[config.mk]
export PLATFORM = sky130hd
export DESIGN_NAME = i2c_cmd_sequencer_flat
export DESIGN_NICKNAME = d
export VERILOG_FILES = /design/src/rtl/i2c_cmd_sequencer_if.sv /design/src/rtl/i2c_cmd_sequencer.sv /design/src/flat_wrapper.sv
export SDC_FILE = /design/constraint.sdc
export NUM_CORES = 1
export LEC_CHECK = 0
export BUFFER_PORTS_ARGS = -buffer_cell sky130_fd_sc_hd__buf_2
export CORE_UTILIZATION = 37
export DETAILED_ROUTE_END_ITERATION = 10
export PLACE_DENSITY = 0.62
export SKIP_LAST_GASP = 1
export SYNTH_ARGS = -nofsm -noshare
export SYNTH_HDL_FRONTEND = slang
export SYNTH_SLANG_ARGS = --single-unit
[constraint.sdc]
create_clock -name clk -period 4.6 [get_ports clk]
set_input_delay 0.23 -clock clk [delete_from_list [all_inputs] [get_ports clk]]
set_output_delay 0.23 -clock clk [all_outputs]
set_load 0.005 [all_outputs]
[src/rtl/i2c_cmd_sequencer_if.sv]
// i2c_cmd_sequencer_if: host command/response and I2C master signals of the command sequencer
interface i2c_cmd_sequencer_if #(
  parameter int DEPTH = 8
);
  logic                     cmd_valid;
  logic                     cmd_ready;
  logic                     cmd_rw;
  logic [6:0]               cmd_addr;
  logic [7:0]               cmd_data;
  logic                     cmd_last;
  logic                     start;
  logic                     rw;
  logic [6:0]               addr;
  logic [7:0]               master_data_in;
  logic                     more_data;
  logic                     ready;
  logic                     error_flag;
  logic [7:0]               master_data_out;
  logic                     rsp_valid;
  logic                     rsp_ready;
  logic [7:0]               rsp_data;
  logic                     rsp_err;
  logic [$clog2(DEPTH):0]   fifo_level;
  logic                     busy;
  modport master (
    input  cmd_valid, cmd_rw, cmd_addr, cmd_data, cmd_last, ready, error_flag, master_data_out, rsp_ready,
    output cmd_ready, start, rw, addr, master_data_in, more_data, rsp_valid, rsp_data, rsp_err, fifo_level, busy
  );
  modport slave (
    output cmd_valid, cmd_rw, cmd_addr, cmd_data, cmd_last, ready, error_flag, master_data_out, rsp_ready,
    input  cmd_ready, start, rw, addr, master_data_in, more_data, rsp_valid, rsp_data, rsp_err, fifo_level, busy
  );
endinterface

[src/rtl/i2c_cmd_sequencer.sv]
// i2c_cmd_sequencer: FIFO-buffered I2C byte command issuer with timeout and burst flush on error
module i2c_cmd_sequencer #(
  parameter int DEPTH   = 8,
  parameter int BUSY_TO = 16,
  parameter int DONE_TO = 4096
) (
  input logic                 clk,
  input logic                 rst,
  i2c_cmd_sequencer_if.master bus
);
  localparam int AW = $clog2(DEPTH);
  localparam int LW = AW + 1;
  localparam int TW = $clog2(DONE_TO > BUSY_TO ? DONE_TO : BUSY_TO);
  localparam logic [TW-1:0] BUSY_LAST = TW'(BUSY_TO - 1);
  localparam logic [TW-1:0] DONE_LAST = TW'(DONE_TO - 1);
  typedef enum logic [2:0] {IDLE, ISSUE, WAIT_BUSY, WAIT_DONE, RESP, FLUSH} state_t;
  state_t state_q, state_d;
  logic [16:0] mem_q [DEPTH];
  logic [AW-1:0] wr_q, wr_d, rd_q, rd_d;
  logic [LW-1:0] cnt_q, cnt_d;
  logic [TW-1:0] tmr_q, tmr_d;
  logic [16:0] cur_q, cur_d;
  logic [7:0] rsp_data_q, rsp_data_d;
  logic rsp_err_q, rsp_err_d;
  logic [16:0] head;
  logic push, pop, empty;
  assign empty = cnt_q == '0;
  assign head = mem_q[rd_q];
  assign push = bus.cmd_valid && bus.cmd_ready;
  assign wr_d = wr_q + AW'(push);
  assign rd_d = rd_q + AW'(pop);
  assign cnt_d = cnt_q + LW'(push) - LW'(pop);
  assign bus.cmd_ready = cnt_q != LW'(DEPTH);
  assign bus.start = state_q == ISSUE;
  assign {bus.rw, bus.addr, bus.master_data_in, bus.more_data} = cur_q;
  assign bus.rsp_valid = state_q == RESP;
  assign bus.rsp_data = rsp_data_q;
  assign bus.rsp_err = rsp_err_q;
  assign bus.fifo_level = cnt_q;
  assign bus.busy = state_q != IDLE;
  always_comb begin
    state_d = state_q;
    tmr_d = tmr_q + 1'b1;
    rsp_data_d = rsp_data_q;
    rsp_err_d = rsp_err_q;
    pop = 1'b0;
    case (state_q)
      IDLE: begin
        pop = !empty && bus.ready;
        state_d = pop ? ISSUE : IDLE;
      end
      ISSUE: begin
        state_d = WAIT_BUSY;
        tmr_d = '0;
      end
      WAIT_BUSY: begin
        if (!bus.ready) begin
          state_d = WAIT_DONE;
          tmr_d = '0;
        end else if (tmr_q == BUSY_LAST) begin
          state_d = RESP;
          rsp_err_d = 1'b1;
          rsp_data_d = '0;
        end
      end
      WAIT_DONE: begin
        if (bus.ready) begin
          state_d = RESP;
          rsp_err_d = bus.error_flag;
          rsp_data_d = cur_q[16] ? bus.master_data_out : 8'h00;
        end else if (tmr_q == DONE_LAST) begin
          state_d = RESP;
          rsp_err_d = 1'b1;
          rsp_data_d = '0;
        end
      end
      RESP: state_d = !bus.rsp_ready ? RESP : (rsp_err_q && cur_q[0]) ? FLUSH : IDLE;
      FLUSH: begin
        pop = !empty;
        state_d = pop ? RESP : FLUSH;
        rsp_err_d = pop ? 1'b1 : rsp_err_q;
        rsp_data_d = pop ? 8'h00 : rsp_data_q;
      end
      default: state_d = IDLE;
    endcase
    cur_d = pop ? {head[16:1], ~head[0]} : cur_q;
  end
  always_ff @(posedge clk or negedge rst) begin
    if (!rst) begin
      state_q <= IDLE;
      wr_q <= '0;
      rd_q <= '0;
      cnt_q <= '0;
      tmr_q <= '0;
      cur_q <= '0;
      rsp_data_q <= '0;
      rsp_err_q <= 1'b0;
    end else begin
      state_q <= state_d;
      wr_q <= wr_d;
      rd_q <= rd_d;
      cnt_q <= cnt_d;
      tmr_q <= tmr_d;
      cur_q <= cur_d;
      rsp_data_q <= rsp_data_d;
      rsp_err_q <= rsp_err_d;
    end
  end
  always_ff @(posedge clk) begin
    if (push) mem_q[wr_q] <= {bus.cmd_rw, bus.cmd_addr, bus.cmd_data, bus.cmd_last};
  end
endmodule

[src/flat_wrapper.sv]
// flat-port wrapper written by rule: the top's interface ports become plain ports
module i2c_cmd_sequencer_flat 
#(
  parameter int DEPTH   = 8,
  parameter int BUSY_TO = 16,
  parameter int DONE_TO = 4096
)
  (clk, rst, bus_cmd_valid, bus_cmd_rw, bus_cmd_addr, bus_cmd_data, bus_cmd_last, bus_ready, bus_error_flag, bus_master_data_out, bus_rsp_ready, bus_cmd_ready, bus_start, bus_rw, bus_addr, bus_master_data_in, bus_more_data, bus_rsp_valid, bus_rsp_data, bus_rsp_err, bus_fifo_level, bus_busy);
  i2c_cmd_sequencer_if #(.DEPTH(DEPTH)) bus_i ();
  input logic clk;
  input logic rst;
  input wire logic [$bits(bus_i.cmd_valid)-1:0] bus_cmd_valid;
  input wire logic [$bits(bus_i.cmd_rw)-1:0] bus_cmd_rw;
  input wire logic [$bits(bus_i.cmd_addr)-1:0] bus_cmd_addr;
  input wire logic [$bits(bus_i.cmd_data)-1:0] bus_cmd_data;
  input wire logic [$bits(bus_i.cmd_last)-1:0] bus_cmd_last;
  input wire logic [$bits(bus_i.ready)-1:0] bus_ready;
  input wire logic [$bits(bus_i.error_flag)-1:0] bus_error_flag;
  input wire logic [$bits(bus_i.master_data_out)-1:0] bus_master_data_out;
  input wire logic [$bits(bus_i.rsp_ready)-1:0] bus_rsp_ready;
  output wire logic [$bits(bus_i.cmd_ready)-1:0] bus_cmd_ready;
  output wire logic [$bits(bus_i.start)-1:0] bus_start;
  output wire logic [$bits(bus_i.rw)-1:0] bus_rw;
  output wire logic [$bits(bus_i.addr)-1:0] bus_addr;
  output wire logic [$bits(bus_i.master_data_in)-1:0] bus_master_data_in;
  output wire logic [$bits(bus_i.more_data)-1:0] bus_more_data;
  output wire logic [$bits(bus_i.rsp_valid)-1:0] bus_rsp_valid;
  output wire logic [$bits(bus_i.rsp_data)-1:0] bus_rsp_data;
  output wire logic [$bits(bus_i.rsp_err)-1:0] bus_rsp_err;
  output wire logic [$bits(bus_i.fifo_level)-1:0] bus_fifo_level;
  output wire logic [$bits(bus_i.busy)-1:0] bus_busy;
  assign bus_i.cmd_valid = bus_cmd_valid;
  assign bus_i.cmd_rw = bus_cmd_rw;
  assign bus_i.cmd_addr = bus_cmd_addr;
  assign bus_i.cmd_data = bus_cmd_data;
  assign bus_i.cmd_last = bus_cmd_last;
  assign bus_i.ready = bus_ready;
  assign bus_i.error_flag = bus_error_flag;
  assign bus_i.master_data_out = bus_master_data_out;
  assign bus_i.rsp_ready = bus_rsp_ready;
  assign bus_cmd_ready = bus_i.cmd_ready;
  assign bus_start = bus_i.start;
  assign bus_rw = bus_i.rw;
  assign bus_addr = bus_i.addr;
  assign bus_master_data_in = bus_i.master_data_in;
  assign bus_more_data = bus_i.more_data;
  assign bus_rsp_valid = bus_i.rsp_valid;
  assign bus_rsp_data = bus_i.rsp_data;
  assign bus_rsp_err = bus_i.rsp_err;
  assign bus_fifo_level = bus_i.fifo_level;
  assign bus_busy = bus_i.busy;
  i2c_cmd_sequencer #(.DEPTH(DEPTH), .BUSY_TO(BUSY_TO), .DONE_TO(DONE_TO)) u_core (.clk(clk), .rst(rst), .bus(bus_i));
endmodule
Yosys cells after proc, flatten, opt, wreduce, memory -nomap -nowiden
Memories as Yosys holds them, arrays and structs flattened.
Index checks and enable logic that the tools add are counted.
{"block": "op_classes", "n_bitwise": 1, "reduce_logical": 10, "n_lt_le_gt_ge": 0, "mul": 0, "shift": 0, "muxes": 27, "n_eq_ne": 13, "div_mod_pow": 0, "addsub": 5}
{"op": "8-bit two-way mux", "count": 6}
{"op": "12-bit one-hot mux with 2 select lines", "count": 1}
{"op": "8-bit one-hot mux with 3 select lines", "count": 1}
{"op": "3-bit two-way mux", "count": 6}
{"op": "3-bit one-hot mux with 6 select lines", "count": 1}
{"op": "12-bit by 1-bit adder with 12-bit output, second input constant", "count": 1}
{"op": "12-bit == test, second input constant", "count": 1}
{"op": "12-bit by 4-bit == test with 1-bit output, second input constant", "count": 1}
{"op": "12-bit two-way mux", "count": 1}
{"op": "1-bit two-way mux", "count": 9}
{"op": "3-bit by 1-bit adder with 3-bit output", "count": 2}
{"op": "3-bit by 2-bit == test with 1-bit output, second input constant", "count": 2}
{"op": "3-bit == test, second input constant", "count": 2}
{"op": "3-bit by 2-bit inequality test with 1-bit output, second input constant", "count": 2}
{"op": "3-bit nonzero test", "count": 2}
{"op": "5-bit AND reduction", "count": 1}
{"op": "4-bit by 1-bit adder with 4-bit output", "count": 1}
{"op": "4-bit logical NOT", "count": 1}
{"op": "2-bit inequality test, second input constant", "count": 2}
{"op": "4-bit inequality test, second input constant", "count": 1}
{"op": "4-bit by 1-bit subtractor with 4-bit output", "count": 1}
{"op": "3-bit by 1-bit == test with 1-bit output, second input constant", "count": 1}
{"op": "1-bit logical AND", "count": 3}
{"op": "3-bit logical NOT", "count": 1}
{"op": "6 further kinds", "count": 6}
{"block": "totals", "rom_bits": 0, "memories": 1, "word_cells": 65, "in_bits": 31, "mem_bits_rw": 136, "reg_bits": 51, "output_inout_bits": 34, "latch_bits": 0}
{"memory": "u_core.mem_q", "words": 8, "width": 17, "read_ports": 1, "rd_clocked_by_memory_dff": 0, "write_ports": 1, "line_no": "i2c_cmd_sequencer.sv:18", "rtl": "logic [16:0] mem_q [DEPTH];"}

Logic depth before layout (Yosys ltp)
Gate-level depths: netlist (run 1).
{"block": "depth", "word_depth": 5, "ltp_mapped": 10, "mapped_depth_nobuf": 10}

Worst setup path before layout (run 1)
Ideal clock, no wire load.
{"block": "synth_path", "kind": "register to register", "start": "reg u_core.cnt_q[2] (netlist: u_core.bus.fifo_level[2])", "end": "mem u_core.mem_q[1][0], enable pin", "path_slack_ps": 1877, "path_stages_with_launch": 6, "n_path_buf": 0, "arrival_time_ps": 2311, "required_time_ps": 4188, "cell_sequence": "dfrtp_1 inv_1 ha_1 a21boi_0 nand2_1 nor3_1"}
{"block": "synth_via", "elab_chain_cells": 4}
{"element": "from (decl)", "line_no": "i2c_cmd_sequencer.sv:20", "rtl": "logic [LW-1:0] cnt_q, cnt_d;"}
{"element": "from (signal assigned)", "line_no": "i2c_cmd_sequencer.sv:102", "rtl": "cnt_q <= cnt_d;"}
{"element": "4-bit inequality test", "line_no": "i2c_cmd_sequencer.sv:33", "rtl": "assign bus.cmd_ready = cnt_q != LW'(DEPTH);"}
{"element": "1-bit logical AND", "line_no": "i2c_cmd_sequencer.sv:29", "rtl": "assign push = bus.cmd_valid && bus.cmd_ready;"}
{"element": "1-bit two-way mux", "line_no": "i2c_cmd_sequencer.sv:110", "rtl": "if (push) mem_q[wr_q] <= {bus.cmd_rw, bus.cmd_addr, bus.cmd_data, bus.cmd_last};"}
{"element": "1-bit two-way mux (not written as such)", "line_no": "i2c_cmd_sequencer.sv:110"}
{"element": "to (decl)", "line_no": "i2c_cmd_sequencer.sv:18"}
No other way between the ends.

Final worst setup path (run 1)
{"block": "layout_path", "start": "reg u_core.state_q[0]", "end": "reg u_core.cnt_q[3] (netlist: u_core.bus.fifo_level[3])"}
{"block": "layout_via", "elab_chain_cells": 3}
{"element": "from (decl)", "line_no": "i2c_cmd_sequencer.sv:17", "rtl": "state_t state_q, state_d;"}
{"element": "from (signal assigned)", "line_no": "i2c_cmd_sequencer.sv:99", "rtl": "state_q <= state_d;"}
{"element": "3-bit == test or 3-bit logical NOT (tied branches)", "line_no": "i2c_cmd_sequencer.sv:47", "rtl": "case (state_q)"}
{"element": "1-bit one-hot mux with 2 select lines (*)", "line_no": "i2c_cmd_sequencer.sv:47"}
{"element": "4-bit by 1-bit subtractor with 4-bit output (*)", "line_no": "i2c_cmd_sequencer.sv:32", "rtl": "assign cnt_d = cnt_q + LW'(push) - LW'(pop);"}
{"element": "via u_core.cnt_d[3]", "line_no": "i2c_cmd_sequencer.sv:20"}
Mark *: on every way through the listed nets, which the timed path passes. The rest lies on a longest branch.
A chain may end at the register's enable or synchronous reset.

==> flow_metrics.env, run 1 <==
export IMPL_status="finished, final reports clean"
export IMPL_start_kind="flop"
export IMPL_vdd_drop_max_mv=0.325
export IMPL_syn_area_per_cell_um2=16.7
export IMPL_fillers=1835
export IMPL_synth_edff_count=136
export IMPL_clk_pin_slew_worst_paths_ns=0.07
export IMPL_finalPower_mw=5.57
export IMPL_met2_length_um=7880
export IMPL_htree_levels=4
export IMPL_synth_most_common_cell="edfxtp_1"
export IMPL_fin_area_um2=8890
export IMPL_hold_depth=3
export IMPL_core_area_um2=20300
export IMPL_cts_resized=0
export IMPL_hold_class="primary input to flop"
export IMPL_period_minus_slack_ns=2.71
export IMPL_yosys_warnings=0
export IMPL_grt_use_total=0.146
export IMPL_row_count=52
export IMPL_ff2ff_path_depth=8
export IMPL_synth_top_area_frac=0.532
export IMPL_leakagePower_nw=3.23
export IMPL_arrival_ns=3.05
export IMPL_fin_crit_sh=0.589
export IMPL_clk_latency_ns=0.43
export IMPL_multiInputGateArea_um2=2170
export IMPL_r2r_start="u_core.state_q[0]$_DFFE_PN0P_"
export IMPL_drv_cap=0
export IMPL_reg2reg_slack_ns=1.89
export IMPL_cp_max_fo=36
export IMPL_layout_drive_gt1_share=0.301
export IMPL_synthesis_area_um2=7670
export IMPL_worstHoldStart="bus_master_data_out[6]"
export IMPL_report_final_slew_viol_count=0
export IMPL_viasPerCell=5.10
export IMPL_grt_max_degree=52
export IMPL_dieArea_um2=21300
export IMPL_post_dp_hpwl_um=9030
export IMPL_cts_tree="yes"
export IMPL_initial_core_util=0.378
export IMPL_gr_total_overflow=0
export IMPL_grt_pass1_vias=4287
export IMPL_setup_violations=0
export IMPL_synth_nets=500
export IMPL_max_freq_mhz=369
export IMPL_drtAntennaViolNets=0
export IMPL_tns_ns=0
export IMPL_drt_met1_wl_um=5910
export IMPL_dieWidth_um=146
export IMPL_nets=573
export IMPL_worstPathRequired_ns=4.94
export IMPL_synth_flop_cell="edfxtp_1"
export IMPL_synth_cell_types=50
export IMPL_wl_met3_um=670
export IMPL_netlist_top_cells_area="edfxtp_1 53%, dfrtp_1 17%, mux4_2 10%"
export IMPL_synth_seq_cells=187
export IMPL_grt_pass1_wl_um=23100
export IMPL_wl_per_cell_um=18.0
export IMPL_syn_inst=459
export IMPL_ys_async_sr_fraction=0.273
export IMPL_port_buffers=64
export IMPL_area_growth_pct=15.8
export IMPL_area_sequential_um2=5360
export IMPL_drt_total_wl_um=14700
export IMPL_hold_viol=0
export IMPL_cts_sinks=187
export IMPL_globalplace_congestion=0.843
export IMPL_vias=4164
export IMPL_die_y_um=146
export IMPL_worst_slew_pin_slew_ns=0.923
export IMPL_remaining_drc_errors=0
export IMPL_clockRootBuffer="clkbuf_16"
export IMPL_dpl_cell_area_um2=8310
export IMPL_worstReg2RegEnd="u_core.bus.fifo_level[3]$_DFF_PN0_"
export IMPL_fin_skew_ns=0.0175
export IMPL_timing_slew_headroom=0.385
export IMPL_whs_endpoint="u_core.bus.rsp_data[6]$_DFFE_PN0P_"
export IMPL_seq_area_frac_synth=0.699
export IMPL_drtPass1Iterations=4
export IMPL_powerDensity_nw_per_um2=627
export IMPL_numCtsBuffers=17
export IMPL_grt_setup_unrepaired="no"
export IMPL_top_layer="met4"
export IMPL_netlist_top_cells_count="136 x edfxtp_1, 51 x dfrtp_1, 38 x nor2_1"
export IMPL_dr_first_iter_drc_count=229
export IMPL_cts_setup_buffers=0
export IMPL_crit_type="flop to flop"
export IMPL_antenna_found_initial=1
export IMPL_yosys_area_top_type="edfxtp_1"
export IMPL_io_pin_count=65
export IMPL_cts_max_path_buffers=2
export IMPL_end_kind="flop"
cells by family after synthesis:
| family | after synthesis | synth area share |
|---|---|---|
| fa+ha+maj | 10 | 0.0173 |
| xor+xnor | 14 | 0.0160 |
| compound gates | 54 | 0.0538 |
| simple gates | 111 | 0.0708 |
| mux | 52 | 0.123 |
| buf+inv | 31 | 0.0202 |
| flops | 187 | 0.699 |
routing by layer:
| metal | up-vias | GRT usage |
|---|---|---|
| met4 | 0 | 0.0641 |
| met5 | - | 0 |
| met2 | 102 | 0.260 |
| li1 | 1911 | - |
| met1 | 2134 | 0.163 |
| met3 | 17 | 0.0406 |
worst max-delay path, stage by stage (launching register included):
cell and delay [ns]:
dfrtp_1 0.56, or3b_4 0.46, a211oi_4 0.24, buf_4 0.46, nand2b_1 0.14, ha_1 0.29, a21o_1 0.17, a21oi_1 0.16
xor2_1 0.16
cells in the final DEF, fill, tap and decap left out, types with 2 or more instances in the layout:
cell       count
edfxtp_1     136
buf_2         64
dfrtp_1       49
nor2_1        38
mux4_2        34
nand2_1       23
mux2i_1       17
clkbuf_16     17
a21oi_2       14
o21ai_0       12
buf_4         12
nand3_1       11
ha_1           9
inv_1          8
xor2_1         8
a22oi_1        8
xnor2_1        6
nand2b_1       5
a21oi_1        5
nor2b_1        5
inv_8          5
nand4_1        4
nor4_1         4
or3_1          3
and3_1         3
nor3_1         3
a21o_1         3
inv_6          3
nor3b_1        2
and2_1         2
o211ai_1       2
nor3_2         2
clkinv_2       2
dfrtp_2        2
sequential cells by signal (all words and copies together), names as in the netlist:
signal                 cells
u_core.bus.fifo_level      4
u_core.bus.rsp_err         1
u_core.mem_q             136
u_core.cur_q              17
u_core.state_q             3
u_core.wr_q                3
u_core.bus.rsp_data        8
u_core.rd_q                3
u_core.tmr_q              12
power by group:
group / internal, mW / leakage, nW / switching [mW]
Combinational: 0.815 / 1.13 / 0.846
Sequential: 2.19 / 1.82 / 0.344
Clock: 0.733 / 0.281 / 0.650
Total: 3.73 / 3.23 / 1.84
final cells by class:
class | instances | area share
inverter | 8 | 0.00338
timing repair buffer | 77 | 0.0473
multi-input combinational | 241 | 0.244
clock buffer | 19 | 0.0498
antenna | 1 | 0.000281
sequential | 187 | 0.603
clock inverter | 13 | 0.0141
tap | 270 | 0.0380
how the worst max path moves through the flow:
stage	startpoint	to	slack, ns
final	u_core.state_q[0]$_DFFE_PN0P_	u_core.bus.fifo_level[3]$_DFF_PN0_	1.89
after global routing	u_core.state_q[0]$_DFFE_PN0P_	u_core.bus.fifo_level[3]$_DFF_PN0_	1.77
after CTS	u_core.state_q[0]$_DFFE_PN0P_	u_core.bus.fifo_level[3]$_DFF_PN0_	1.88
after detailed placement	u_core.state_q[0]$_DFFE_PN0P_	u_core.bus.fifo_level[3]$_DFF_PN0_	1.91
after global placement	u_core.state_q[0]$_DFFE_PN0P_	u_core.bus.fifo_level[3]$_DFF_PN0_	1.94
after floorplan	u_core.bus.fifo_level[2]$_DFF_PN0_	u_core.mem_q[1][0]$_DFFE_PP_	1.88
stage by stage:
stage / utilization / hold slack, ns / instances / worst slack, ns
after CTS: 0.438 / 0.0387 / 815 / 1.88
after floorplan: - / -0.0656 / 459 / 1.88
final: 0.438 / 0.0627 / 816 / 1.89
after global placement: 0.409 / 0.408 / 782 / 1.94
after detailed placement: 0.409 / 0.422 / 782 / 1.91
after global routing: 0.438 / 0.0536 / 816 / 1.77
repair_timing:
action,4_1_cts,5_1_grt
setup endpoints to repair,0,0
hold buffers,1,0
hold endpoints to repair,51,0
(Power assumes the default switching activity.)
==> run 2, diff against run 1 <==
- PLACE_DENSITY: 0.62 -> 0.64
- clock period: 4.6 -> 2.2 ns (I/O delays scaled with it)
==> flow_metrics.env, run 2 (synthesis results as in run 1) <==
export IMPL_status="finished, final reports clean"
export IMPL_drv_cap=0
export IMPL_arrival_ns=2.45
export IMPL_clk_pin_slew_worst_paths_ns=0.07
export IMPL_cts_tree="yes"
export IMPL_reg_top3="u_core.mem_q: 136 flops, u_core.cur_q: 17 flops, u_core.tmr_q: 12 flops"
export IMPL_hold_viol=0
export IMPL_core_area_um2=20300
export IMPL_grt_pass1_wl_um=23700
export IMPL_cp_max_fo=3
export IMPL_drtAntennaViolNets=0
export IMPL_grt_use_total=0.148
export IMPL_worstPathRequired_ns=2.55
export IMPL_crit_type="flop to flop"
export IMPL_worst_slew_pin_slew_ns=0.583
export IMPL_htree_levels=4
export IMPL_row_count=52
export IMPL_dieArea_um2=21300
export IMPL_gr_total_overflow=0
export IMPL_post_route_util=0.465
export IMPL_dr_first_iter_drc_count=209
export IMPL_globalplace_congestion=0.855
export IMPL_area_growth_pct=23.0
export IMPL_final_common_cell="edfxtp_1"
export IMPL_powerDensity_nw_per_um2=1300
export IMPL_drtPass1Iterations=4
export IMPL_dp_cells=795
export IMPL_timing_slew_headroom=0.610
export IMPL_vdd_drop_max_mv=0.862
export IMPL_fin_crit_sh=0.958
export IMPL_drt_total_wl_um=15100
export IMPL_numCtsBuffers=17
export IMPL_fin_cells=855
export IMPL_leakagePower_nw=3.46
export IMPL_clk_latency_ns=0.42
export IMPL_cts_sinks=187
export IMPL_wl_per_cell_um=17.6
export IMPL_fillers=1760
export IMPL_nets=613
export IMPL_viasPerCell=5.08
export IMPL_remaining_drc_errors=0
export IMPL_max_flop_register="u_core.mem_q"
export IMPL_clockRootBuffer="clkbuf_16"
export IMPL_fin_skew_ns=0.00776
export IMPL_multiInputGateArea_um2=2180
export IMPL_end_kind="flop"
export IMPL_diodes=0
export IMPL_io_pin_count=65
export IMPL_dieWidth_um=146
export IMPL_post_dp_hpwl_um=9180
export IMPL_max_freq_mhz=475
export IMPL_initial_core_util=0.378
export IMPL_setup_violations=0
export IMPL_start_kind="flop"
export IMPL_grt_max_degree=37
export IMPL_largest_reg_flops=136
export IMPL_port_buffers=64
export IMPL_final_cell_mix="136 x edfxtp_1, 64 x buf_2, 49 x dfrtp_1, 38 x nor2_1, 34 x mux4_2"
export IMPL_area_sequential_um2=5360
export IMPL_grt_pass1_vias=4387
export IMPL_layout_drive_gt1_share=0.313
export IMPL_vias=4340
export IMPL_cts_max_path_buffers=2
export IMPL_hold_class="primary input to async pin"
export IMPL_period_minus_slack_ns=2.11
export IMPL_antenna_found_initial=0
export IMPL_grt_setup_unrepaired="yes"
export IMPL_die_y_um=146
export IMPL_report_final_slew_viol_count=0
==> run 2: cell count changes in the layout (fill, tap and decap cells not counted), moves of 2 or more <==
cell,change
dlygate4sd3_1,+25
buf_12,+11
buf_4,+4
clkinv_4,+4
inv_6,-3
bufinv_16,+2
==> run 2: cell type report <==
class / count / share of cell area
Timing Repair Buffer: 117 / 0.0976
Tap cell: 270 / 0.0358
Inverter: 8 / 0.00318
Multi-Input combinational cell: 241 / 0.231
Sequential cell: 187 / 0.568
Clock inverter: 15 / 0.0191
Clock buffer: 17 / 0.0451
==> run 2: worst max-delay path, cell delays in order (launching register included) <==
cell and delay, ns:
dfrtp_1 0.36, inv_2 0.06, ha_1 0.18, nor3b_2 0.16, buf_4 0.16, a211oi_4 0.19
nand2b_1 0.11, ha_1 0.28, a21o_1 0.20, a21oi_2 0.16, xor2_1 0.17
==> run 2: what timing repair did <==
item,in CTS,in global routing
buffers inserted,0,2
gates resized for setup,0,4
endpoints found under the setup margin,0,4
hold buffers,26,0
hold endpoints to repair,195,0
==> run 2: worst paths after layout <==
check | end | slack (ns) | start | cells past startpoint
setup reg to reg | u_core.bus.fifo_level[3]$_DFF_PN0_ | 0.09 | u_core.bus.fifo_level[2]$_DFF_PN0_ | 10
hold / removal | u_core.bus.fifo_level[1]$_DFF_PN0_ | 0.07 | rst | 2
max in group asynchronous | u_core.state_q[0]$_DFFE_PN0P_ | 1.62 | rst | 3
min in group clk | u_core.state_q[2]$_DFFE_PN0P_ | 0.09 | bus_rsp_ready | 4
hold reg to reg | u_core.tmr_q[0]$_DFF_PN0_ | 0.45 | u_core.tmr_q[0]$_DFF_PN0_ | 1
setup / recovery | u_core.bus.fifo_level[3]$_DFF_PN0_ | 0.09 | u_core.bus.fifo_level[2]$_DFF_PN0_ | 10
==> run 2: through the flow <==
step / total power [mW] / instance area [um^2] / setup TNS (ns) / setup WS (ns) / hold WS (ns)
after floorplan: 7.79 / 7690 / -7.07 / -0.0732 / -0.186
after global placement: 9.08 / 8550 / 0 / 0.153 / -0.0154
after detailed placement: 9.21 / 8550 / 0 / 0.0788 / -0.0143
after CTS: 12.4 / 9410 / 0 / 0.0480 / 0.0513
after global routing: 13.0 / 9440 / -0.0291 / -0.0179 / 0.0941
final: 12.3 / 9440 / 0 / 0.0933 / 0.0735
==> run 2: power breakdown <==
group	internal, mW	switching, mW	leakage, nW	total (mW)
registers	4.58	0.441	1.82	5.02
clock network	1.72	1.38	0.300	3.11
logic	2.02	2.12	1.34	4.14
==> run 2: layer usage <==
layer	part of all wire	track usage	wire [um]
met5	0	0	0
met2	0.51	0.254	7650
met4	0.0096	0.0406	144
met3	0.047	0.0356	710
met1	0.44	0.187	6570
